## src/rtl/mesh_generator_pkg.sv

```systemverilog
// Shared packet layout, terminal count and terminal-to-coordinate mapping for the mesh generator.
package mesh_generator_pkg;

    localparam int JUMP_W = 8;
    localparam int ROW_W  = 4;
    localparam int COL_W  = 4;
    localparam int HDR_W  = JUMP_W + ROW_W + COL_W + 1;

    typedef struct packed {
        logic [JUMP_W-1:0] nxt_jump;
        logic [ROW_W-1:0]  row;
        logic [COL_W-1:0]  col;
        logic              mode;
    } pkt_hdr_t;

    typedef struct packed {
        logic [ROW_W-1:0] row;
        logic [COL_W-1:0] col;
    } coord_t;

    function automatic int term_count(input int rows, input int cols);
        return 2 * rows + 2 * cols;
    endfunction

    // Terminals ring the mesh: top edge, left edge, bottom edge, right edge.
    function automatic coord_t term_coord(input int idx, input int rows, input int cols);
        coord_t c;
        if (idx < cols) begin
            c.row = '0;
            c.col = COL_W'(idx + 1);
        end else if (idx < cols + rows) begin
            c.row = ROW_W'(idx - cols + 1);
            c.col = '0;
        end else if (idx < 2 * cols + rows) begin
            c.row = ROW_W'(rows + 1);
            c.col = COL_W'(idx - cols - rows + 1);
        end else begin
            c.row = ROW_W'(idx - 2 * cols - rows + 1);
            c.col = COL_W'(cols + 1);
        end
        return c;
    endfunction

endpackage

```

## src/rtl/mesh_out_fifo.sv

```systemverilog
// Per-terminal output FIFO; a write into a full FIFO is accepted when a pop happens in the same cycle.
module mesh_out_fifo #(
    parameter int pckg_sz    = 40,
    parameter int fifo_depth = 4
) (
    input  logic               clk_i,
    input  logic               rst_ni,
    input  logic               wr_en_i,
    input  logic [pckg_sz-1:0] wr_data_i,
    input  logic               rd_en_i,
    output logic [pckg_sz-1:0] data_o,
    output logic               pndng_o,
    output logic               full_o
);
    localparam int AW = (fifo_depth > 1) ? $clog2(fifo_depth) : 1;
    localparam int CW = $clog2(fifo_depth + 1);

    logic [pckg_sz-1:0] mem_q [fifo_depth];
    logic [AW-1:0]      rd_ptr_q, rd_ptr_d, wr_ptr_q, wr_ptr_d;
    logic [CW-1:0]      cnt_q, cnt_d;
    logic               do_rd, do_wr;

    function automatic logic [AW-1:0] ptr_inc(input logic [AW-1:0] p);
        return (p == AW'(fifo_depth - 1)) ? '0 : p + AW'(1);
    endfunction

    assign pndng_o = (cnt_q != '0);
    assign full_o  = (cnt_q == CW'(fifo_depth));
    assign do_rd   = rd_en_i && pndng_o;
    assign do_wr   = wr_en_i && (!full_o || do_rd);
    assign data_o  = pndng_o ? mem_q[rd_ptr_q] : '0;

    always_comb begin
        rd_ptr_d = do_rd ? ptr_inc(rd_ptr_q) : rd_ptr_q;
        wr_ptr_d = do_wr ? ptr_inc(wr_ptr_q) : wr_ptr_q;
        cnt_d    = cnt_q;
        if (do_wr && !do_rd) cnt_d = cnt_q + CW'(1);
        if (!do_wr && do_rd) cnt_d = cnt_q - CW'(1);
    end

    always_ff @(posedge clk_i) begin
        if (!rst_ni) begin
            rd_ptr_q <= '0;
            wr_ptr_q <= '0;
            cnt_q    <= '0;
        end else begin
            rd_ptr_q <= rd_ptr_d;
            wr_ptr_q <= wr_ptr_d;
            cnt_q    <= cnt_d;
        end
    end

    always_ff @(posedge clk_i) begin
        if (do_wr) mem_q[wr_ptr_q] <= wr_data_i;
    end

endmodule

```

## src/rtl/mesh_generator.sv

```systemverilog
// Mesh traffic switch: one-entry input registers, one global round-robin grant per cycle, per-terminal output FIFOs.
// Broadcast delivery is enabled by defining MESH_GENERATOR_BROADCAST_EN.
module mesh_generator
    import mesh_generator_pkg::*;
#(
    parameter int                  ROWS       = 4,
    parameter int                  COLUMS     = 4,
    parameter int                  pckg_sz    = 40,
    parameter int                  fifo_depth = 4,
    parameter logic [pckg_sz-19:0] bdcst      = {(pckg_sz-18){1'b1}},
    localparam int                 N          = term_count(ROWS, COLUMS)
) (
    input  logic               clk,
    input  logic               reset,
    input  logic [pckg_sz-1:0] data_out_i_in [N],
    input  logic               pndng_i_in    [N],
    output logic               popin         [N],
    output logic [pckg_sz-1:0] data_out      [N],
    output logic               pndng         [N],
    input  logic               pop           [N]
);
`ifdef MESH_GENERATOR_BROADCAST_EN
    localparam bit BCAST_EN = 1'b1;
`else
    localparam bit BCAST_EN = 1'b0;
`endif
    localparam int PW = (N > 1) ? $clog2(N) : 1;

    logic [N-1:0]       in_full_q, in_full_d;
    logic [pckg_sz-1:0] in_data_q [N];
    logic [PW-1:0]      rr_ptr_q, rr_ptr_d;
    logic [N-1:0]       pin_v, pop_v, popin_v, fifo_full, can_acc;
    logic [N-1:0]       hit, is_bc, elig, wr_en;
    logic [PW-1:0]      dest [N];
    logic               grant_vld;
    logic [PW-1:0]      grant_idx, cand;
    int                 sum;
    pkt_hdr_t           out_hdr;
    logic [pckg_sz-1:0] wr_data;

    for (genvar g = 0; g < N; g++) begin : g_term
        assign pin_v[g]   = pndng_i_in[g];
        assign pop_v[g]   = pop[g];
        assign popin_v[g] = reset && !in_full_q[g] && pin_v[g];
        assign popin[g]   = popin_v[g];
        assign is_bc[g]   = BCAST_EN && (in_data_q[g][pckg_sz-19:0] == bdcst);

        mesh_out_fifo #(.pckg_sz(pckg_sz), .fifo_depth(fifo_depth)) u_fifo (
            .clk_i     (clk),
            .rst_ni    (reset),
            .wr_en_i   (wr_en[g]),
            .wr_data_i (wr_data),
            .rd_en_i   (pop_v[g]),
            .data_o    (data_out[g]),
            .pndng_o   (pndng[g]),
            .full_o    (fifo_full[g])
        );
    end

    assign can_acc = ~fifo_full | pop_v;

    // Address decode and eligibility: blocked packets stay held, unroutable ones are granted to be dropped.
    always_comb begin
        for (int i = 0; i < N; i++) begin
            hit[i]  = 1'b0;
            dest[i] = '0;
            for (int t = 0; t < N; t++) begin
                if (term_coord(t, ROWS, COLUMS) ==
                    {in_data_q[i][pckg_sz-JUMP_W-1 -: ROW_W], in_data_q[i][pckg_sz-JUMP_W-ROW_W-1 -: COL_W]}) begin
                    hit[i]  = 1'b1;
                    dest[i] = PW'(t);
                end
            end
            if (is_bc[i])
                elig[i] = in_full_q[i] && (&(can_acc | (N'(1) << i)));
            else
                elig[i] = in_full_q[i] && (!hit[i] || can_acc[dest[i]]);
        end
    end

    always_comb begin
        grant_vld = 1'b0;
        grant_idx = '0;
        sum       = 0;
        cand      = '0;
        for (int k = 1; k <= N; k++) begin
            sum = int'(rr_ptr_q) + k;
            if (sum >= N) sum = sum - N;
            cand = PW'(sum);
            if (!grant_vld && elig[cand]) begin
                grant_vld = 1'b1;
                grant_idx = cand;
            end
        end
    end

    always_comb begin
        out_hdr          = pkt_hdr_t'(in_data_q[grant_idx][pckg_sz-1 -: HDR_W]);
        out_hdr.nxt_jump = JUMP_W'(grant_idx);
        wr_data          = {out_hdr, in_data_q[grant_idx][pckg_sz-HDR_W-1:0]};
        wr_en            = '0;
        if (grant_vld) begin
            if (is_bc[grant_idx])
                wr_en = ~(N'(1) << grant_idx);
            else if (hit[grant_idx])
                wr_en[dest[grant_idx]] = 1'b1;
        end
    end

    always_comb begin
        in_full_d = in_full_q;
        rr_ptr_d  = rr_ptr_q;
        if (grant_vld) begin
            in_full_d[grant_idx] = 1'b0;
            rr_ptr_d             = grant_idx;
        end
        in_full_d = in_full_d | popin_v;
    end

    always_ff @(posedge clk) begin
        if (!reset) begin
            in_full_q <= '0;
            rr_ptr_q  <= '0;
        end else begin
            in_full_q <= in_full_d;
            rr_ptr_q  <= rr_ptr_d;
        end
    end

    always_ff @(posedge clk) begin
        for (int i = 0; i < N; i++)
            if (popin_v[i]) in_data_q[i] <= data_out_i_in[i];
    end

endmodule

```

## config.mk

```make
export PLATFORM = sky130hd
export DESIGN_NAME = mesh_generator
export DESIGN_NICKNAME = d
export VERILOG_FILES = /design/src/rtl/mesh_generator_pkg.sv /design/src/rtl/mesh_out_fifo.sv /design/src/rtl/mesh_generator.sv
export SDC_FILE = /design/constraint.sdc
export NUM_CORES = 2
export LEC_CHECK = 0
export BUFFER_PORTS_ARGS = -buffer_cell sky130_fd_sc_hd__buf_2
export CELL_PAD_IN_SITES_DETAIL_PLACEMENT = 1
export CELL_PAD_IN_SITES_GLOBAL_PLACEMENT = 2
export CORE_ASPECT_RATIO = 0.7
export CORE_MARGIN = 3
export CORE_UTILIZATION = 25
export CTS_BUF_LIST = sky130_fd_sc_hd__clkbuf_8
export CTS_CLUSTER_DIAMETER = 100
export DETAILED_ROUTE_END_ITERATION = 10
export MAX_ROUTING_LAYER = met4
export PLACE_DENSITY = 0.59
export SLEW_MARGIN = 20
export SYNTH_ARGS = -nofsm -noshare
export SYNTH_HDL_FRONTEND = slang
export SYNTH_SLANG_ARGS = --single-unit
```

## constraint.sdc

```tcl
create_clock -name clk -period 29.1 [get_ports clk]
set_clock_uncertainty 0.05 [all_clocks]
set_input_delay 2.91 -clock clk [delete_from_list [all_inputs] [get_ports clk]]
set_output_delay 2.91 -clock clk [all_outputs]
set_load 0.02 [all_outputs]
```

# Yosys cells after proc, flatten, opt, wreduce, memory -nomap -nowiden
# Memory sizes are Yosys's and may differ from the RTL's. A register that Yosys moved wholly into a read port is not among the register bits.
# Cells that the tools add are included.
# classes
addsub	96
order_cmp	53
eq_ne	304
shifts	1
n_mux	798
n_bitwise	7
n_reduce_logical	288
# op_table
cell	n
$mux W4	252
$eq A7 B8 Y1 const A	96
$mux W40	16
$eq A6 B8 Y1 const A	64
$mux W1	388
$eq A2 B8 Y1 const A	32
$eq A5 B8 Y1 const A	32
$lt A4 B5 Y1 const B	34
$bmux W1 S4	33
$mux W2	66
$logic_and A1 B1 Y1	129
$eq A1 B8 Y1 const A	16
$eq A3 B8 Y1 const A	16
$mux W3	36
$logic_not A1 Y1	95
$ge A5 B5 Y1 const B	16
$add A2 B1 Y2 const B	32
$eq A2 B2 Y1 const B	32
$mux W16	4
$sub A4 B1 Y4 const B	16
$add A3 B1 Y3 const B	16
$eq A3 B3 Y1 const B	16
$not A16 Y16	3
$reduce_bool A3 Y1	16
16 further kinds	91
# word_totals
ff_bits	132
ram_bits	2944
romBits	16
input_bits	674
output_inout_bits	672
elab_cells	1615
n_memories	18
# mem_list
memory	words	width	read_ports	rd_clocked_by_memory_dff	write_ports	line_no	source
in_data_q	16	40	17	0	16	mesh_generator.sv:30	logic [pckg_sz-1:0] in_data_q [N];
g_term[0].u_fifo.mem_q	4	36	1	1	1	mesh_out_fifo.sv:18	logic [pckg_sz-1:0] mem_q [fifo_depth];
g_term[10].u_fifo.mem_q	4	36	1	1	1	mesh_out_fifo.sv:18	
g_term[11].u_fifo.mem_q	4	36	1	1	1	mesh_out_fifo.sv:18	
g_term[12].u_fifo.mem_q	4	36	1	1	1	mesh_out_fifo.sv:18	
g_term[13].u_fifo.mem_q	4	36	1	1	1	mesh_out_fifo.sv:18	
+12 memories	-	-	-	-	-	-	

# Logic depth before layout (Yosys ltp)
# An unclocked memory read counts as a cell.
# depth
ltp_word	84
ltp_mapped	34
mapped_depth_nobuf	27

# Cells and area by module
# A second synthesis with hierarchy kept.
# hier_totals
cells_unflattened	8831
hier_area_um2	141532.0
# modules_own_cells
module	n_inst	cells_per_inst	area_per_inst_um2	seq_area_each_um2
mesh_out_fifo	16	323	6698.9	4984.8
mesh_generator	1	3663	34349.2	15775.1

# Worst setup path before layout
# Ideal clock, no wire load.
# synth_path
path_kind	input to register
from	input pop[13] in the netlist's numbering
to	memory g_term[0].u_fifo.mem_q[0][24] in the netlist's numbering (data pin)
setup_ns	0.589
t_arrival_ns	10.570
required_time_ns	28.461
setup_slack_ns	17.891
stages	19
cell_sequence	nor4b_1 > o21ai_0 > o21ai_0 > mux2i_1 > o22a_1 > nor3b_1 > a2111oi_0 > nor3_1 > a211o_1 > a221oi_2 > nor3b_1 > o31a_1 > o21ai_2 > buf_1 > clkbuf_1 > clkbuf_1 > buf_1 > nand3_1 > a31oi_1
# synth_between
elab_chain_cells	54
word_cells_on_any_way	159
classes_between	mux: 95; bitwise: 1; reduce/logical: 62; memory: 1
# synth_rtl
item	line_no	source
start, declared	mesh_generator.sv:20	input logic pop [N]
$or A16 B16 Y16 (*)	mesh_generator.sv:60	assign can_acc = ~fifo_full | pop_v;
$bmux W1 S4	mesh_generator.sv:77	elig[i] = in_full_q[i] && (!hit[i] || can_acc[dest[i]]);
$mux W1 (implied by the code)	mesh_generator.sv:77	
$logic_or A1 B1 Y1	mesh_generator.sv:77	
$logic_and A1 B1 Y1	mesh_generator.sv:77	
$bmux W1 S4	mesh_generator.sv:90	if (!grant_vld && elig[cand]) begin
$mux W1 (implied by the code)	mesh_generator.sv:90	
$mux W1	mesh_generator.sv:90	
(+40 left out)	-	
$logic_and A1 B1 Y1	mesh_generator.sv:90	
$mux W1	mesh_generator.sv:90	
$logic_not A1 Y1	mesh_generator.sv:90	
$logic_and A1 B1 Y1	mesh_generator.sv:90	
$mux W4 (*)	mesh_generator.sv:90	
via g_term[0].u_fifo.wr_data_i[35]	mesh_out_fifo.sv:9	input logic [pckg_sz-1:0] wr_data_i,
$mem_v2 Z16 W40 (*)	-	
via g_term[0].u_fifo.wr_data_i[24]	mesh_out_fifo.sv:9	
end, declared	mesh_out_fifo.sv:18	
# The timed path passes the listed nets; every way through them passes the cells marked *. The select of a mux whose other input is x is not followed.

# Final worst setup path
# layout_path
from	input pop[12] in the netlist's numbering
to	memory g_term[14].u_fifo.mem_q[2][25] in the netlist's numbering, enable pin
# layout_between
elab_chain_cells	67
word_cells_on_any_way	180
classes_between	order compare: 2; shift: 1; mux: 109; bitwise: 3; reduce/logical: 64; memory: 1
# layout_rtl
item	line_no	source
$or A16 B16 Y16 (*)	mesh_generator.sv:60	
$bmux W1 S4	mesh_generator.sv:77	
$mux W1 (implied by the code)	mesh_generator.sv:77	
$logic_or A1 B1 Y1	mesh_generator.sv:77	
$logic_and A1 B1 Y1	mesh_generator.sv:77	
$bmux W1 S4	mesh_generator.sv:90	
$mux W1 (implied by the code)	mesh_generator.sv:90	
$mux W1	mesh_generator.sv:90	
(+51 left out)	-	
$mux W1 (implied by the code)	mesh_generator.sv:106	wr_en[dest[grant_idx]] = 1'b1;
$demux W1 S4	mesh_generator.sv:106	
$mux W16	mesh_generator.sv:105	else if (hit[grant_idx])
$mux W16	mesh_generator.sv:103	if (is_bc[grant_idx])
$mux W16 (*)	mesh_generator.sv:102	if (grant_vld) begin
$logic_and A1 B1 Y1 (*)	mesh_out_fifo.sv:30	assign do_wr = wr_en_i && (!full_o || do_rd);
$mux W1 (*)	mesh_out_fifo.sv:54	if (do_wr) mem_q[wr_ptr_q] <= wr_data_i;
$mux W1 (implied by the code) (*)	mesh_out_fifo.sv:54	
end, declared	mesh_out_fifo.sv:18	
# Every way passes the cells marked *; elsewhere a longest branch is shown, timed or not. The select of a mux whose other input is x is not followed.

==> impl_metrics.csv <==
group,metric,value,unit
global_route,use_met2,29.9,%
sta,max_slew.worst_pin.slew,1.29,ns
clock_tree,cts_tree,"built",
setup_path,worst_path_most_repeated_cell,"buf_4",
setup_path,start_kind,"input pin",
clock_tree,cts_setup_buffers,0,
route,via_per_inst,4.86,
setup_path,crit_fanout,102,
global_route,grt_pass1_vias,82800,
route,wl_per_cell,30.7,microns
clock_tree,cts_resized,0,
route,first_pass_iters,5,
cells_and_area,num-nets-final,10200,
sta,slew_violations,0,
sta,clock.fmax,74.4,MHz
yosys,async_flop_share,0,%
place,placed_area,0.143,sq mm
floorplanning,core_area,0.510,sq mm
global_route,use_met1,26.8,%
clock_tree,numClockSinks,2980,
route,postRouteAntennaNets,0,
yosys,synth_area,0.128,sq mm
clock_tree,cts-root-buf,"clkbuf_8",
clock_tree,cts.clk_slew.worst_paths,0.07,ns
global_route,grt_usage,19.4,%
clock_tree,cts_made_buffers,477,
floorplanning,dieWidth,863,microns
clock_tree,clockBufferDepth,4,
global_route,grt_busiest_layer,"met2",
setup_path,crit_arrival,14.22,ns
yosys,synthesis.instances,8002,
sta,setup_ws,15.65,ns
route,routed_wirelength,513000,microns
floorplanning,initial_core_util,25.2,%
global_route,antenna_found_initial,210,
setup_path,critPathRequiredTime,29.88,ns
yosys,yosysWarnings,0,
clock_tree,clock_latency,1.22,ns
yosys,syn-mean-instance-area,16.1,sq um
yosys,synth_edf_count,2816,
cells_and_area,final_common_cell,"edfxtp_1",
place,place_ws,14.67,ns
place,io_buffer_count,1153,
sta,rsz0062_at_grt,"false",
global_route,met3_usage,3.57,%
yosys,yosys_register_bits,2980,
sta,setup_violations,0,
route,vias,81200,
cells_and_area,layout_common_cells,"edfxtp_1 (2816), buf_2 (1152), nand2_1 (688), and2_1 (621), mux4_2 (586)",
setup_path,slowest_delay,1.02,ns
cells_and_area,drive_gt1_share,29.9,%
yosys,ys_types,131,
sta,fin_setup_tns,0,ns
sta,hold_violations,0,
setup_path,critPathSlowestCell,"or4b_2",
sta,finalCritPeriodShare,46.2,%
yosys,synth_top_flop_cell,"edfxtp_1",
setup_path,critical_path_class,"input pin to register",
route,drc,0,
cells_and_area,areaGrowthSynthToFinish,18.6,%
yosys,yosysSeqAreaShare,68.4,%
route,drt_iter0_markers,9332,
run,drv_cap,0,
global_route,grt_overflow,0,
global_route,grt_pass1_wl,694000,microns
place,place.gp.congestion,0.899,
floorplanning,die_h,606,microns
floorplanning,rows,219,
floorplanning,ios,1346,
cells_and_area,design_area,0.152,sq mm
floorplanning,dieArea,0.523,sq mm
status,outcome,"complete, no violations",
place,dp_hpwl,349000,microns
sta,fin_crit,13.45,ns
clock_tree,cts_hold_repair.buffers,0,
min_path,hold_path_class,"register to register",
sta,relSlewSlack,13.7,%
global_route,grt_max_degree,127,
clock_tree,htreeDepth,5,
setup_path,end_kind,"register",
layer usage:
metal	part of all wire, %	up-vias	wire, microns
met5	0	-	0
met4	2.3	0	12000
met3	6.9	718	35600
met2	46	3321	235000
met1	45	43100	230000
li1	-	34100	-
registers in the layout, indices dropped and copies added, names as in the netlist, named ones only:
signal and cells:
rr_ptr_q 4, g_term.u_fifo.mem_q 2304, in_data_q 512, in_full_q 16
g_term.u_fifo.cnt_q 48, g_term.u_fifo.wr_ptr_q 32, g_term.u_fifo.rd_ptr_q 32
synth_stat cells, types with 90 or more instances:
cell	count	area [sq um]
a21oi_1	127	636
and2_1	661	4140
and3_1	102	638
buf_2	94	470
buf_4	90	676
clkbuf_1	337	1260
dfxtp_1	164	3280
edfxtp_1	2816	84600
ha_1	103	1290
inv_1	148	556
mux2i_1	110	1100
mux4_2	586	13200
nand2_1	688	2580
nand3_1	184	921
nor2_1	249	935
nor3_1	108	541
o21ai_0	128	641
cells by family after synthesis:
| family | synth area share (%) |
|---|---|
| and+or+nand+nor | 10.5 |
| muxes | 11.2 |
| AOI/OAI and AO/OA | 5.27 |
| buffers and inverters | 2.57 |
| adders and majority gates | 1.25 |
| xor gates and xnor gates | 0.824 |
| DFF | 68.4 |
| other | 0.00292 |
metrics by stage:
| step | cells | hold WS [ns] | util [%] |
|---|---|---|---|
| 2_1_floorplan | 8065 | 0.411 | - |
| 3_3_place_gp | 15700 | 0.418 | 28.0 |
| 4_1_cts | 16600 | 0.444 | 29.8 |
| 5_1_grt | 16700 | 0.475 | 29.8 |
| 3_5_place_dp | 15700 | 0.427 | 28.0 |
| 6_report | 16700 | 0.440 | 29.9 |
final cells by class:
class	count	area (sq um)
tap	6851	8570
sequential	2980	87900
timing repair buffer	1415	7770
clock buffer	480	6610
fill	54000	358000
multi-input combinational	4340	38100
inverter	153	599
antenna	114	285
clock inverter	375	2490
path summary, 6_finish.rpt:
path,cells past startpoint,slack [ns],endpoint,startpoint
setup / recovery,25,15.65,g_term[14].u_fifo.mem_q[2][25],pop[12]
hold reg to reg,1,0.44,in_full_q[6],in_full_q[6]
setup reg to reg,27,16.59,g_term[14].u_fifo.mem_q[2][25],in_data_q[6][25]
hold / removal,1,0.44,in_full_q[6],in_full_q[6]
worst max-delay path: cells and delay by family:
kind                   cells  cell delay [ns]
buffers and inverters      7             2.92
AND/OR/NAND/NOR           11             5.66
AO/OA/AOI/OAI              7             2.41
Power is not shown: default switching activity piles up to over one toggle a cycle in this logic, so the estimate is an artifact.
